**config.mk**
```make
export PLATFORM = sky130hd
export DESIGN_NAME = dsm_cifb_mod_flat
export DESIGN_NICKNAME = d
export VERILOG_FILES = /design/src/rtl/dsm_cifb_if.sv /design/src/rtl/dsm_cifb_mod.sv /design/src/flat_wrapper.sv
export SDC_FILE = /design/constraint.sdc
export NUM_CORES = 1
export LEC_CHECK = 0
export BUFFER_PORTS_ARGS = -buffer_cell sky130_fd_sc_hd__buf_2
export CAP_MARGIN = 20
export CORE_AREA = 2 2 169 130
export CTS_CLUSTER_DIAMETER = 30
export DETAILED_ROUTE_END_ITERATION = 10
export DIE_AREA = 0 0 171 132
export HOLD_SLACK_MARGIN = 0.1
export MAX_ROUTING_LAYER = met4
export PLACE_DENSITY = 0.49
export SLEW_MARGIN = 30
export SYNTH_ARGS = -nofsm -noshare
export SYNTH_HDL_FRONTEND = slang
export SYNTH_SLANG_ARGS = --single-unit
```
**constraint.sdc**
```tcl
create_clock -name clock -period 19.1 [get_ports clock]
set_input_delay 2.865 -clock clock [delete_from_list [all_inputs] [get_ports clock]]
set_output_delay 2.865 -clock clock [all_outputs]
set_load 0.02 [all_outputs]
```
**src/rtl/dsm_cifb_if.sv**
```systemverilog
// Sample/strobe bundle between the sample source, the modulator and the level driver.
// The master drives samples and controls. The slave (the modulator) returns codes and status.
interface dsm_cifb_if #(
    parameter int IN_W = 11,
    parameter int Q_W  = 2
);
    logic                   en;
    logic                   dith_en;
    logic                   in_valid;
    logic signed [IN_W-1:0] vin;
    logic                   ovl_clr;
    logic                   out_valid;
    logic signed [Q_W-1:0]  out_code;
    logic                   ovl_flag;

    modport master (
        output en, dith_en, in_valid, vin, ovl_clr,
        input  out_valid, out_code, ovl_flag
    );

    modport slave (
        input  en, dith_en, in_valid, vin, ovl_clr,
        output out_valid, out_code, ovl_flag
    );
endinterface

```
**src/rtl/dsm_cifb_mod.sv**
```systemverilog
// Multi-bit delta-sigma modulator with a CIFB loop of ORDER integrators.
// The quantizer can add LFSR dither. Every integrator saturates instead of wrapping.
// A run of consecutive clamped codes counts as overload: the loop state is flushed
// and zero codes are sent for RECOVER_LEN samples before normal operation resumes.
module dsm_cifb_mod #(
    parameter int IN_W        = 11,
    parameter int ACC_W       = 17,
    parameter int ORDER       = 2,
    parameter int Q_W         = 2,
    parameter int GAIN_SHIFT  = 1,
    parameter int DITH_W      = 4,
    parameter int OVL_LIMIT   = 16,
    parameter int RECOVER_LEN = 8
) (
    input  logic      clock,
    input  logic      reset,
    dsm_cifb_if.slave bus
);
    // The quantizer step is 2^(IN_W-2). Sums carry three guard bits above ACC_W,
    // so the saturation function sees the true value.
    localparam int STEP_SH = IN_W - 2;
    localparam int LMAX    = (2 ** (Q_W - 1)) - 1;
    localparam int EXT_W   = ACC_W + 3;
    localparam int OVL_W   = $clog2(OVL_LIMIT + 1);
    localparam int REC_W   = $clog2(RECOVER_LEN + 1);

    localparam logic [15:0]             LFSR_SEED = 16'hACE1;
    localparam logic signed [EXT_W-1:0] HALF_STEP = EXT_W'(2 ** (STEP_SH - 1));
    localparam logic signed [EXT_W-1:0] RAW_MAX   = EXT_W'(LMAX);
    localparam logic signed [EXT_W-1:0] RAW_MIN   = EXT_W'(-LMAX);
    localparam logic signed [Q_W-1:0]   CODE_MAX  = Q_W'(LMAX);
    localparam logic signed [Q_W-1:0]   CODE_MIN  = Q_W'(-LMAX);

    generate
        if (ORDER < 1 || ORDER > 4) begin : g_bad_order
            $error("dsm_cifb_mod: ORDER must be within 1..4");
        end
        if (ACC_W < IN_W + 4) begin : g_bad_acc
            $error("dsm_cifb_mod: ACC_W must be at least IN_W+4");
        end
        if (DITH_W < 1 || DITH_W > 16) begin : g_bad_dith
            $error("dsm_cifb_mod: DITH_W must be within 1..16");
        end
    endgenerate

    // Clip a guard-bit sum into the signed ACC_W range.
    function automatic logic signed [ACC_W-1:0] sat_acc(input logic signed [EXT_W-1:0] v);
        logic [EXT_W-ACC_W:0] top;
        top = v[EXT_W-1:ACC_W-1];
        if ((&top) || !(|top)) begin
            sat_acc = v[ACC_W-1:0];
        end else if (v[EXT_W-1]) begin
            sat_acc = {1'b1, {(ACC_W-1){1'b0}}};
        end else begin
            sat_acc = {1'b0, {(ACC_W-1){1'b1}}};
        end
    endfunction

    // Limit the floored quantizer value to the legal code range -LMAX..+LMAX.
    function automatic logic signed [Q_W-1:0] clamp_code(input logic signed [EXT_W-1:0] raw);
        if (raw > RAW_MAX) begin
            clamp_code = CODE_MAX;
        end else if (raw < RAW_MIN) begin
            clamp_code = CODE_MIN;
        end else begin
            clamp_code = raw[Q_W-1:0];
        end
    endfunction

    // One shift of the Fibonacci LFSR for x^16+x^14+x^13+x^11+1.
    function automatic logic [15:0] lfsr_next(input logic [15:0] s);
        lfsr_next = {s[14:0], s[15] ^ s[13] ^ s[12] ^ s[10]};
    endfunction

    typedef enum logic [1:0] {S_IDLE, S_RUN, S_RECOVER} state_t;

    state_t                  state_q, state_d;
    logic signed [ACC_W-1:0] x_q   [ORDER];
    logic signed [ACC_W-1:0] x_d   [ORDER];
    logic signed [ACC_W-1:0] x_upd [ORDER];
    logic [15:0]             lfsr_q, lfsr_d;
    logic [OVL_W-1:0]        ovl_cnt_q, ovl_cnt_d;
    logic [REC_W-1:0]        rec_cnt_q, rec_cnt_d;
    logic signed [Q_W-1:0]   code_q, code_d;
    logic                    vld_q, vld_d;
    logic                    flag_q, flag_d;

    logic signed [DITH_W-1:0] dith_raw;
    logic signed [EXT_W-1:0]  dith_ext;
    logic signed [EXT_W-1:0]  q_sum;
    logic signed [EXT_W-1:0]  q_raw;
    logic signed [EXT_W-1:0]  fb_ext;
    logic signed [Q_W-1:0]    code_next;
    logic                     clamped;
    logic                     accept;

    // The quantizer reads the last integrator. Adding half a step before the floor
    // makes it round to the nearest level, and the dither is added on top.
    assign dith_raw  = lfsr_q[15 -: DITH_W];
    assign dith_ext  = bus.dith_en ? EXT_W'(dith_raw) : '0;
    assign q_sum     = EXT_W'(x_q[ORDER-1]) + HALF_STEP + dith_ext;
    assign q_raw     = q_sum >>> STEP_SH;
    assign code_next = clamp_code(q_raw);
    assign clamped   = (q_raw != EXT_W'(code_next));
    assign fb_ext    = EXT_W'(code_next) <<< STEP_SH;
    assign accept    = bus.in_valid && ((state_q == S_RUN) || (state_q == S_RECOVER));

    // Integrator chain update from the pre-update registers, with every sum saturated.
    always_comb begin
        logic signed [EXT_W-1:0] diff;
        diff     = '0;
        x_upd[0] = sat_acc(EXT_W'(x_q[0]) + EXT_W'(bus.vin) - fb_ext);
        for (int k = 1; k < ORDER; k++) begin
            diff     = EXT_W'(x_q[k-1]) - fb_ext;
            x_upd[k] = sat_acc(EXT_W'(x_q[k]) + (diff >>> GAIN_SHIFT));
        end
    end

    // Next-state and output logic: IDLE / RUN / RECOVER with overload tracking.
    always_comb begin
        state_d   = state_q;
        x_d       = x_q;
        lfsr_d    = lfsr_q;
        ovl_cnt_d = ovl_cnt_q;
        rec_cnt_d = rec_cnt_q;
        code_d    = code_q;
        vld_d     = 1'b0;
        flag_d    = flag_q && !bus.ovl_clr;

        if (!bus.en) begin
            state_d   = S_IDLE;
            x_d       = '{default: '0};
            lfsr_d    = LFSR_SEED;
            ovl_cnt_d = '0;
            rec_cnt_d = '0;
            code_d    = '0;
        end else begin
            case (state_q)
                S_IDLE: begin
                    state_d = S_RUN;
                    x_d     = '{default: '0};
                    code_d  = '0;
                end
                S_RUN: begin
                    if (accept) begin
                        vld_d  = 1'b1;
                        code_d = code_next;
                        lfsr_d = lfsr_next(lfsr_q);
                        x_d    = x_upd;
                        if (clamped) begin
                            if (ovl_cnt_q == OVL_W'(OVL_LIMIT - 1)) begin
                                // This sample still sends its code. The loop state is flushed here.
                                state_d   = S_RECOVER;
                                flag_d    = 1'b1;
                                ovl_cnt_d = '0;
                                x_d       = '{default: '0};
                            end else begin
                                ovl_cnt_d = ovl_cnt_q + 1'b1;
                            end
                        end else begin
                            ovl_cnt_d = '0;
                        end
                    end
                end
                S_RECOVER: begin
                    x_d = '{default: '0};
                    if (accept) begin
                        vld_d  = 1'b1;
                        code_d = '0;
                        lfsr_d = lfsr_next(lfsr_q);
                        if (rec_cnt_q == REC_W'(RECOVER_LEN - 1)) begin
                            state_d   = S_RUN;
                            rec_cnt_d = '0;
                        end else begin
                            rec_cnt_d = rec_cnt_q + 1'b1;
                        end
                    end
                end
                default: begin
                    state_d = S_IDLE;
                end
            endcase
        end
    end

    // State register. Reset is synchronous and active-low.
    always_ff @(posedge clock) begin
        if (!reset) begin
            state_q   <= S_IDLE;
            x_q       <= '{default: '0};
            lfsr_q    <= LFSR_SEED;
            ovl_cnt_q <= '0;
            rec_cnt_q <= '0;
            code_q    <= '0;
            vld_q     <= 1'b0;
            flag_q    <= 1'b0;
        end else begin
            state_q   <= state_d;
            x_q       <= x_d;
            lfsr_q    <= lfsr_d;
            ovl_cnt_q <= ovl_cnt_d;
            rec_cnt_q <= rec_cnt_d;
            code_q    <= code_d;
            vld_q     <= vld_d;
            flag_q    <= flag_d;
        end
    end

    assign bus.out_valid = vld_q;
    assign bus.out_code  = code_q;
    assign bus.ovl_flag  = flag_q;
endmodule

```
**src/flat_wrapper.sv**
```systemverilog
// flat-port wrapper written by rule: the top's interface ports become plain ports
module dsm_cifb_mod_flat 
#(
    parameter int IN_W        = 11,
    parameter int ACC_W       = 17,
    parameter int ORDER       = 2,
    parameter int Q_W         = 2,
    parameter int GAIN_SHIFT  = 1,
    parameter int DITH_W      = 4,
    parameter int OVL_LIMIT   = 16,
    parameter int RECOVER_LEN = 8
)
  (clock, reset, bus_en, bus_dith_en, bus_in_valid, bus_vin, bus_ovl_clr, bus_out_valid, bus_out_code, bus_ovl_flag);
  dsm_cifb_if #(.IN_W(IN_W), .Q_W(Q_W)) bus_i ();
  input  logic clock;
  input  logic reset;
  input wire logic [$bits(bus_i.en)-1:0] bus_en;
  input wire logic [$bits(bus_i.dith_en)-1:0] bus_dith_en;
  input wire logic [$bits(bus_i.in_valid)-1:0] bus_in_valid;
  input wire logic [$bits(bus_i.vin)-1:0] bus_vin;
  input wire logic [$bits(bus_i.ovl_clr)-1:0] bus_ovl_clr;
  output wire logic [$bits(bus_i.out_valid)-1:0] bus_out_valid;
  output wire logic [$bits(bus_i.out_code)-1:0] bus_out_code;
  output wire logic [$bits(bus_i.ovl_flag)-1:0] bus_ovl_flag;
  assign bus_i.en = bus_en;
  assign bus_i.dith_en = bus_dith_en;
  assign bus_i.in_valid = bus_in_valid;
  assign bus_i.vin = bus_vin;
  assign bus_i.ovl_clr = bus_ovl_clr;
  assign bus_out_valid = bus_i.out_valid;
  assign bus_out_code = bus_i.out_code;
  assign bus_ovl_flag = bus_i.ovl_flag;
  dsm_cifb_mod #(.IN_W(IN_W), .ACC_W(ACC_W), .ORDER(ORDER), .Q_W(Q_W), .GAIN_SHIFT(GAIN_SHIFT), .DITH_W(DITH_W), .OVL_LIMIT(OVL_LIMIT), .RECOVER_LEN(RECOVER_LEN)) u_core (.clock(clock), .reset(reset), .bus(bus_i));
endmodule
```
==> results.json, run 1 <==
{
  "status": "completed",
  "synth-async-reset-ratio_pct": 0,
  "wl_per_cell_um": 13.4,
  "ir_drop_mv": 0.0349,
  "r2r_setup_slack_ns": 10.31,
  "finalSetupViolations": 0,
  "power_density_nw_per_um2": 60.3,
  "hpwlAfterDp_mm": 11.7,
  "dr.pass1.iters": 5,
  "synth.avg_cell_area_um2": 7.58,
  "grt_pass1_vias": 5026,
  "start_kind": "input port",
  "tns_ns": 0,
  "cp_slowest_cell": "o311ai_0",
  "finalWeightedCongestion": 0.831,
  "ant_nets": 0,
  "cp_num_buf_inv": 4,
  "ys_ff_latch": 65,
  "cp-end-kind": "register",
  "slew_headroom_pct": 45.7,
  "cp_num_cells": 28,
  "post_cts_resized": 0,
  "route.detailed.vias_per_inst": 4.91,
  "antenna_found_initial": 0,
  "dominantRegCellSynth": "dfxtp_1",
  "ios": 21,
  "clock.fmax_mhz": 92.1,
  "start_util_pct": 29.7,
  "die_width_um": 171,
  "arrival_ns": 11.10,
  "clkLatencyLatePin_ns": 0.33,
  "die_y_um": 132,
  "drc": 0,
  "final_nets": 929,
  "grt_max_degree": 32,
  "htreeDepth": 3,
  "finalCriticalPeriod_ns": 10.86,
  "ys_warn_count": 0,
  "reg2regPathDepth": 27,
  "cp-endpoint": "u_core.x_q[26]",
  "required_ns": 19.34,
  "drive_above_1_share_pct": 8.32,
  "period_share_pct": 56.8,
  "r2r-start": "u_core.lfsr_q[15]",
  "slew_viol_final": 0,
  "synth_edf_count": 0,
  "cts_buffers": 9,
  "tightest_slew_ns": 0.804,
  "rsz0062_at_grt": "no",
  "post-cts-setup-buffers": 0,
  "drtIter0Drc": 360,
  "hold_ws_ns": 0.447,
  "wl_mm": 14.9,
  "preCtsSetupSlack_ns": 7.97,
  "syn_area_um2": 6180,
  "vias": 5486,
  "syn_inst": 815,
  "cts_tree": "yes",
  "cp_max_fo": 16,
  "clockRootBuffer": "clkbuf_16",
  "dieArea_um2": 22600,
  "cts_buffer_depth": 2,
  "overflow": 0,
  "synth_top_area_cell": "dfxtp_1",
  "cts_hold_buf": 0,
  "worstSetupPathType": "in2reg",
  "skew_ns": 0.00758,
  "cp_top_family": "compound AO/OA/AOI/OAI gates",
  "grt.total_usage_pct": 13.8,
  "netlist_top_cells_area": "dfxtp_1 21%, ha_1 16%, nand2_1 6.2%",
  "areaGrowthSynthToFinish_pct": 11.6,
  "clkTransAtPathRegs_ns": 0.06,
  "cts.sinks": 65,
  "critPathMaxStageDelay_ns": 0.73,
  "antenna_cells": 0,
  "io_buffer_count": 20,
  "ys_types": 70,
  "leakage_nw": 3.11,
  "setup_slack_ns": 8.24,
  "hp-class": "reg2reg",
  "synth_nets": 919,
  "maxCapViolations": 0,
  "synth_top_area_share_pct": 21.1,
  "worstReg2RegEnd": "u_core.x_q[26]",
  "cp-startpoint": "bus_dith_en",
  "hold_violations": 0,
  "grt_first_pass_wirelength_mm": 24.8,
  "synth-seq-area-share_pct": 21.1,
  "num_rows": 46,
  "design.core.area_um2": 20800
}
## worst register-to-register path, cell delays in order (launching register included)
cell,delay (ns)
dfxtp_1,0.61
nand2_1,0.59
ha_1,0.50
inv_1,0.04
ha_1,0.36
a21o_1,0.24
a21o_1,0.21
a21o_1,0.18
a2111o_1,0.46
a31o_1,0.27
o21a_1,0.39
clkinv_2,0.32
nand4_1,0.13
o41a_1,0.21
or2_2,0.35
inv_1,0.08
fa_1,0.42
ha_1,0.36
and3_1,0.19
a221o_1,0.37
nor3_1,0.28
o2111ai_1,0.23
o311ai_0,0.73
o22ai_1,0.16
a221o_1,0.32
nand2_1,0.39
nor3b_1,0.10
a211oi_1,0.20
## area by class of cell
| class | count | area [um2] |
|---|---|---|
| Clock buffer | 13 | 270 |
| Clock inverter | 2 | 60.1 |
| Fill cell | 2261 | 13900 |
| Inverter | 83 | 313 |
| Multi-Input combinational cell | 643 | 4470 |
| Sequential cell | 65 | 1300 |
| Tap cell | 288 | 360 |
| Timing Repair Buffer | 23 | 123 |
## power breakdown
part           switching (mW)  total [mW]  internal [mW]
registers            0.000863       0.137          0.136
clock network          0.0592       0.183          0.124
logic                  0.0583      0.0950         0.0367
total                   0.118       0.416          0.298
## layout by cell type (no fill, tap or decap), types with 12 or more instances in the layout
cell type	instances
a21oi_1	52
ha_1	77
nor2_1	69
xor2_1	14
dfxtp_1	65
xnor2_1	38
inv_1	82
o21ai_0	45
and3_1	16
a21o_1	20
o21a_1	12
buf_2	20
nor3_1	16
nand3_1	27
nand2_1	102
## metrics by stage
stage          cell area, um2  utilization [%]  std cells  total power [mW]
2_1_floorplan            6180                -        815             0.214
4_1_cts                  6900             33.1       1117             0.421
6_report                 6900             33.1       1117             0.416
3_3_place_gp             6570             31.5       1102             0.236
5_1_grt                  6900             33.1       1117             0.439
3_5_place_dp             6570             31.5       1102             0.235
## worst min path at each step
stage          slack (ns)  cells after the start                start                  end
2_1_floorplan        0.42                      2  u_core.ovl_cnt_q[4]  u_core.ovl_cnt_q[4]
3_3_place_gp         0.43                      2  u_core.ovl_cnt_q[4]  u_core.ovl_cnt_q[4]
3_5_place_dp         0.44                      2  u_core.ovl_cnt_q[4]  u_core.ovl_cnt_q[4]
4_1_cts              0.44                      2  u_core.ovl_cnt_q[4]  u_core.ovl_cnt_q[4]
5_1_grt              0.45                      2  u_core.ovl_cnt_q[4]  u_core.ovl_cnt_q[4]
6_report             0.45                      2  u_core.ovl_cnt_q[4]  u_core.ovl_cnt_q[4]
## per-layer routing
| metal | track usage, % | share of wire [%] | vias up |
|---|---|---|---|
| li1 | - | - | 2875 |
| met1 | 20.7 | 55 | 2520 |
| met2 | 19.3 | 41 | 89 |
| met3 | 2.79 | 3.6 | 2 |
| met4 | 1.55 | 0.15 | 0 |
| met5 | - | 0 | - |
## cell usage after synthesis, types with 12 or more instances
cell type,n
a21o_1,20
a21oi_1,52
and3_1,16
clkbuf_1,21
dfxtp_1,65
ha_1,77
inv_1,82
nand2_1,102
nand3_1,27
nor2_1,70
nor3_1,16
o21a_1,12
o21ai_0,45
xnor2_1,38
xor2_1,14
## logic make-up (layout without fill, tap and decap cells)
| logic type | count (synthesis) | count (layout) | synth area share [%] |
|---|---|---|---|
| and+or+nand+nor | 292 | 292 | 22.6 |
| adders and majority gates | 87 | 87 | 18.8 |
| muxes | 3 | 3 | 0.506 |
| buffers and inverters | 107 | 121 | 6.64 |
| DFF | 65 | 65 | 21.1 |
| xor gates and xnor gates | 52 | 52 | 7.37 |
| AOI/OAI and AO/OA | 209 | 209 | 23.0 |
## flip-flops by register name, summed over array words and instances (netlist names)
| name | flops |
|---|---|
| u_core.x_q | 34 |
| u_core.lfsr_q | 16 |
| u_core.ovl_cnt_q | 5 |
| u_core.rec_cnt_q | 4 |
| u_core.bus.out_code | 2 |
| u_core.state_q | 2 |
| u_core.bus.out_valid | 1 |
| u_core.bus.ovl_flag | 1 |
Power figures use the tool's default switching activity.
==> inputs of run 2 (changes only) <==
--- a/config.mk
+++ b/config.mk
@@ -5,12 +5,13 @@
 export SDC_FILE = /design/constraint.sdc
 export NUM_CORES = 1
 export LEC_CHECK = 0
+export ABC_AREA = 1
 export BUFFER_PORTS_ARGS = -buffer_cell sky130_fd_sc_hd__buf_2
 export CAP_MARGIN = 20
-export CORE_AREA = 2 2 169 130
+export CORE_AREA = 2 2 178 136
 export CTS_CLUSTER_DIAMETER = 30
 export DETAILED_ROUTE_END_ITERATION = 10
-export DIE_AREA = 0 0 171 132
+export DIE_AREA = 0 0 180 138
 export HOLD_SLACK_MARGIN = 0.1
 export MAX_ROUTING_LAYER = met4
 export PLACE_DENSITY = 0.49
==> constraint.sdc (replaced) <==
create_clock -name clock -period 10.89 [get_ports clock]
set_input_delay 1.6335 -clock clock [delete_from_list [all_inputs] [get_ports clock]]
set_output_delay 1.6335 -clock clock [all_outputs]
set_load 0.02 [all_outputs]
==> results.json, run 2 <==
{
  "tightest_slew_ns": 0.817,
  "finalInstanceArea_um2": 7510,
  "min_from": "u_core.lfsr_q[6]",
  "die_width_um": 180,
  "clkLatencyLatePin_ns": 0.34,
  "synth-async-reset-ratio_pct": 0,
  "cp-end-kind": "register",
  "finalWeightedCongestion": 0.886,
  "syn_area_um2": 6840,
  "post-cts-setup-buffers": 0,
  "synth-seq-area-share_pct": 19.0,
  "rsz0062_at_grt": "no",
  "final_util_pct": 32.1,
  "synth_edf_count": 0,
  "top_register": "u_core.x_q",
  "multi_input_area_um2": 4750,
  "overflow": 0,
  "finalCriticalPeriod_ns": 7.80,
  "start_kind": "input port",
  "synth_nets": 1153,
  "synth.avg_cell_area_um2": 6.52,
  "route.detailed.vias_per_inst": 4.70,
  "synth_top_area_cell": "dfxtp_1",
  "place_area_um2": 7190,
  "finalSetupViolations": 0,
  "final_nets": 1162,
  "worstSetupPathType": "in2reg",
  "final_cell_mix": "237 x nand2_1, 167 x inv_1, 106 x nor2_1, 87 x a21oi_1, 80 x nand3_1",
  "start_util_pct": 29.3,
  "hpwlAfterDp_mm": 14.5,
  "arrival_ns": 8.07,
  "largest_register_ffs": 34,
  "critPathMaxStageDelay_ns": 0.70,
  "ir_drop_mv": 0.0715,
  "dieArea_um2": 24800,
  "antenna_found_initial": 0,
  "cts.sinks": 65,
  "grt_first_pass_wirelength_mm": 29.9,
  "wl_mm": 18.1,
  "preCtsSetupSlack_ns": 2.77,
  "r2r-start": "u_core.lfsr_q[15]",
  "hold_ws_ns": 0.462,
  "antenna_cells": 0,
  "post_cts_resized": 0,
  "tns_ns": 0,
  "slew_headroom_pct": 45.5,
  "placed_cells": 1353,
  "dr.pass1.iters": 5,
  "period_share_pct": 71.6,
  "grt_max_degree": 44,
  "areaGrowthSynthToFinish_pct": 9.85,
  "clkTransAtPathRegs_ns": 0.06,
  "drc": 0,
  "slew_viol_final": 0,
  "status": "completed",
  "ys_ff_latch": 65,
  "die_y_um": 138,
  "cts_tree": "yes",
  "grt_pass1_vias": 5922,
  "largest_registers": "u_core.x_q (34), u_core.lfsr_q (16), u_core.ovl_cnt_q (5)",
  "drtIter0Drc": 399,
  "finalPower_uw": 746,
  "synth_top_area_share_pct": 19.0,
  "syn_inst": 1049,
  "final_common_cell": "nand2_1",
  "power_density_nw_per_um2": 99.4,
  "leakage_nw": 3.51,
  "cp-startpoint": "bus_dith_en",
  "hp-class": "reg2reg",
  "cp_slowest_cell": "and2_1",
  "synthTopCellsByCount": "238 x nand2_1, 167 x inv_1, 106 x nor2_1, 88 x a21oi_1, 80 x nand3_1",
  "cts_buffers": 9,
  "num_rows": 49,
  "drive_above_1_share_pct": 9.03,
  "skew_ns": 0.0131,
  "cp_max_fo": 17,
  "ant_nets": 0,
  "required_ns": 11.16,
  "maxCapViolations": 0,
  "seqCellArea_um2": 1300,
  "clockRootBuffer": "clkbuf_16",
  "fillers": 2582,
  "ios": 21,
  "grt.total_usage_pct": 15.0,
  "ys_types": 46,
  "yosys.cell_count.top_type": "nand2_1",
  "ys_warn_count": 0,
  "setup_slack_ns": 3.09,
  "htreeDepth": 3,
  "dominantRegCellSynth": "dfxtp_1",
  "design.core.area_um2": 23400,
  "vias": 6433,
  "cts_buffer_depth": 2,
  "hold_violations": 0,
  "wl_per_cell_um": 13.2,
  "netlist_top_cells_area": "dfxtp_1 19%, ha_1 14%, nand2_1 13%",
  "cts_hold_buf": 0,
  "crit_top_cell": "nand2_1",
  "clock.fmax_mhz": 128,
  "io_buffer_count": 20,
  "final_cells": 1369
}
-- run 2: logic make-up after synthesis --
family,after synthesis,share of synthesized area (%)
AOI/OAI and AO/OA,164,14.1
xor gates and xnor gates,44,5.64
adders and majority gates,87,17.0
buffers and inverters,196,11.6
DFF,65,19.0
and+or+nand+nor,493,32.6
-- run 2: worst paths after layout --
kind,endpoint,slack [ns],cells past startpoint
max,u_core.x_q[1],3.09,37
min,u_core.lfsr_q[7],0.46,2
max reg2reg,u_core.x_q[1],4.18,36
min reg2reg,u_core.lfsr_q[7],0.46,2
-- run 2: layer usage --
| metal | global-route usage, % | vias up | wire length [um] |
|---|---|---|---|
| met1 | 22.6 | 2913 | 10000 |
| met3 | 2.21 | 12 | 572 |
| met5 | - | - | 0 |
| met4 | 2.82 | 0 | 193 |
| met2 | 21.1 | 92 | 7260 |
| li1 | - | 3416 | - |
-- run 2: worst max-delay path, delay by kind of cell --
family	cells	cell delay [ns]
simple gates	26	4.15
fa+ha+maj	4	1.09
buf+inv	5	0.92
compound gates	2	0.22
-- run 2: area by class of cell --
class | count | share of cell area [%]
inverters | 172 | 8.60
flip-flops and latches | 65 | 17.3
repair buffers | 22 | 1.53
clock inverters | 5 | 0.817
well taps | 306 | 5.10
multi-input cells | 788 | 63.3
clock buffers | 11 | 3.37
-- run 2: report_power, final --
| part | total, mW | internal [mW] | switching (mW) |
|---|---|---|---|
| clock | 0.306 | 0.191 | 0.115 |
| sequential | 0.242 | 0.240 | 0.00165 |
| combinational | 0.198 | 0.0637 | 0.135 |
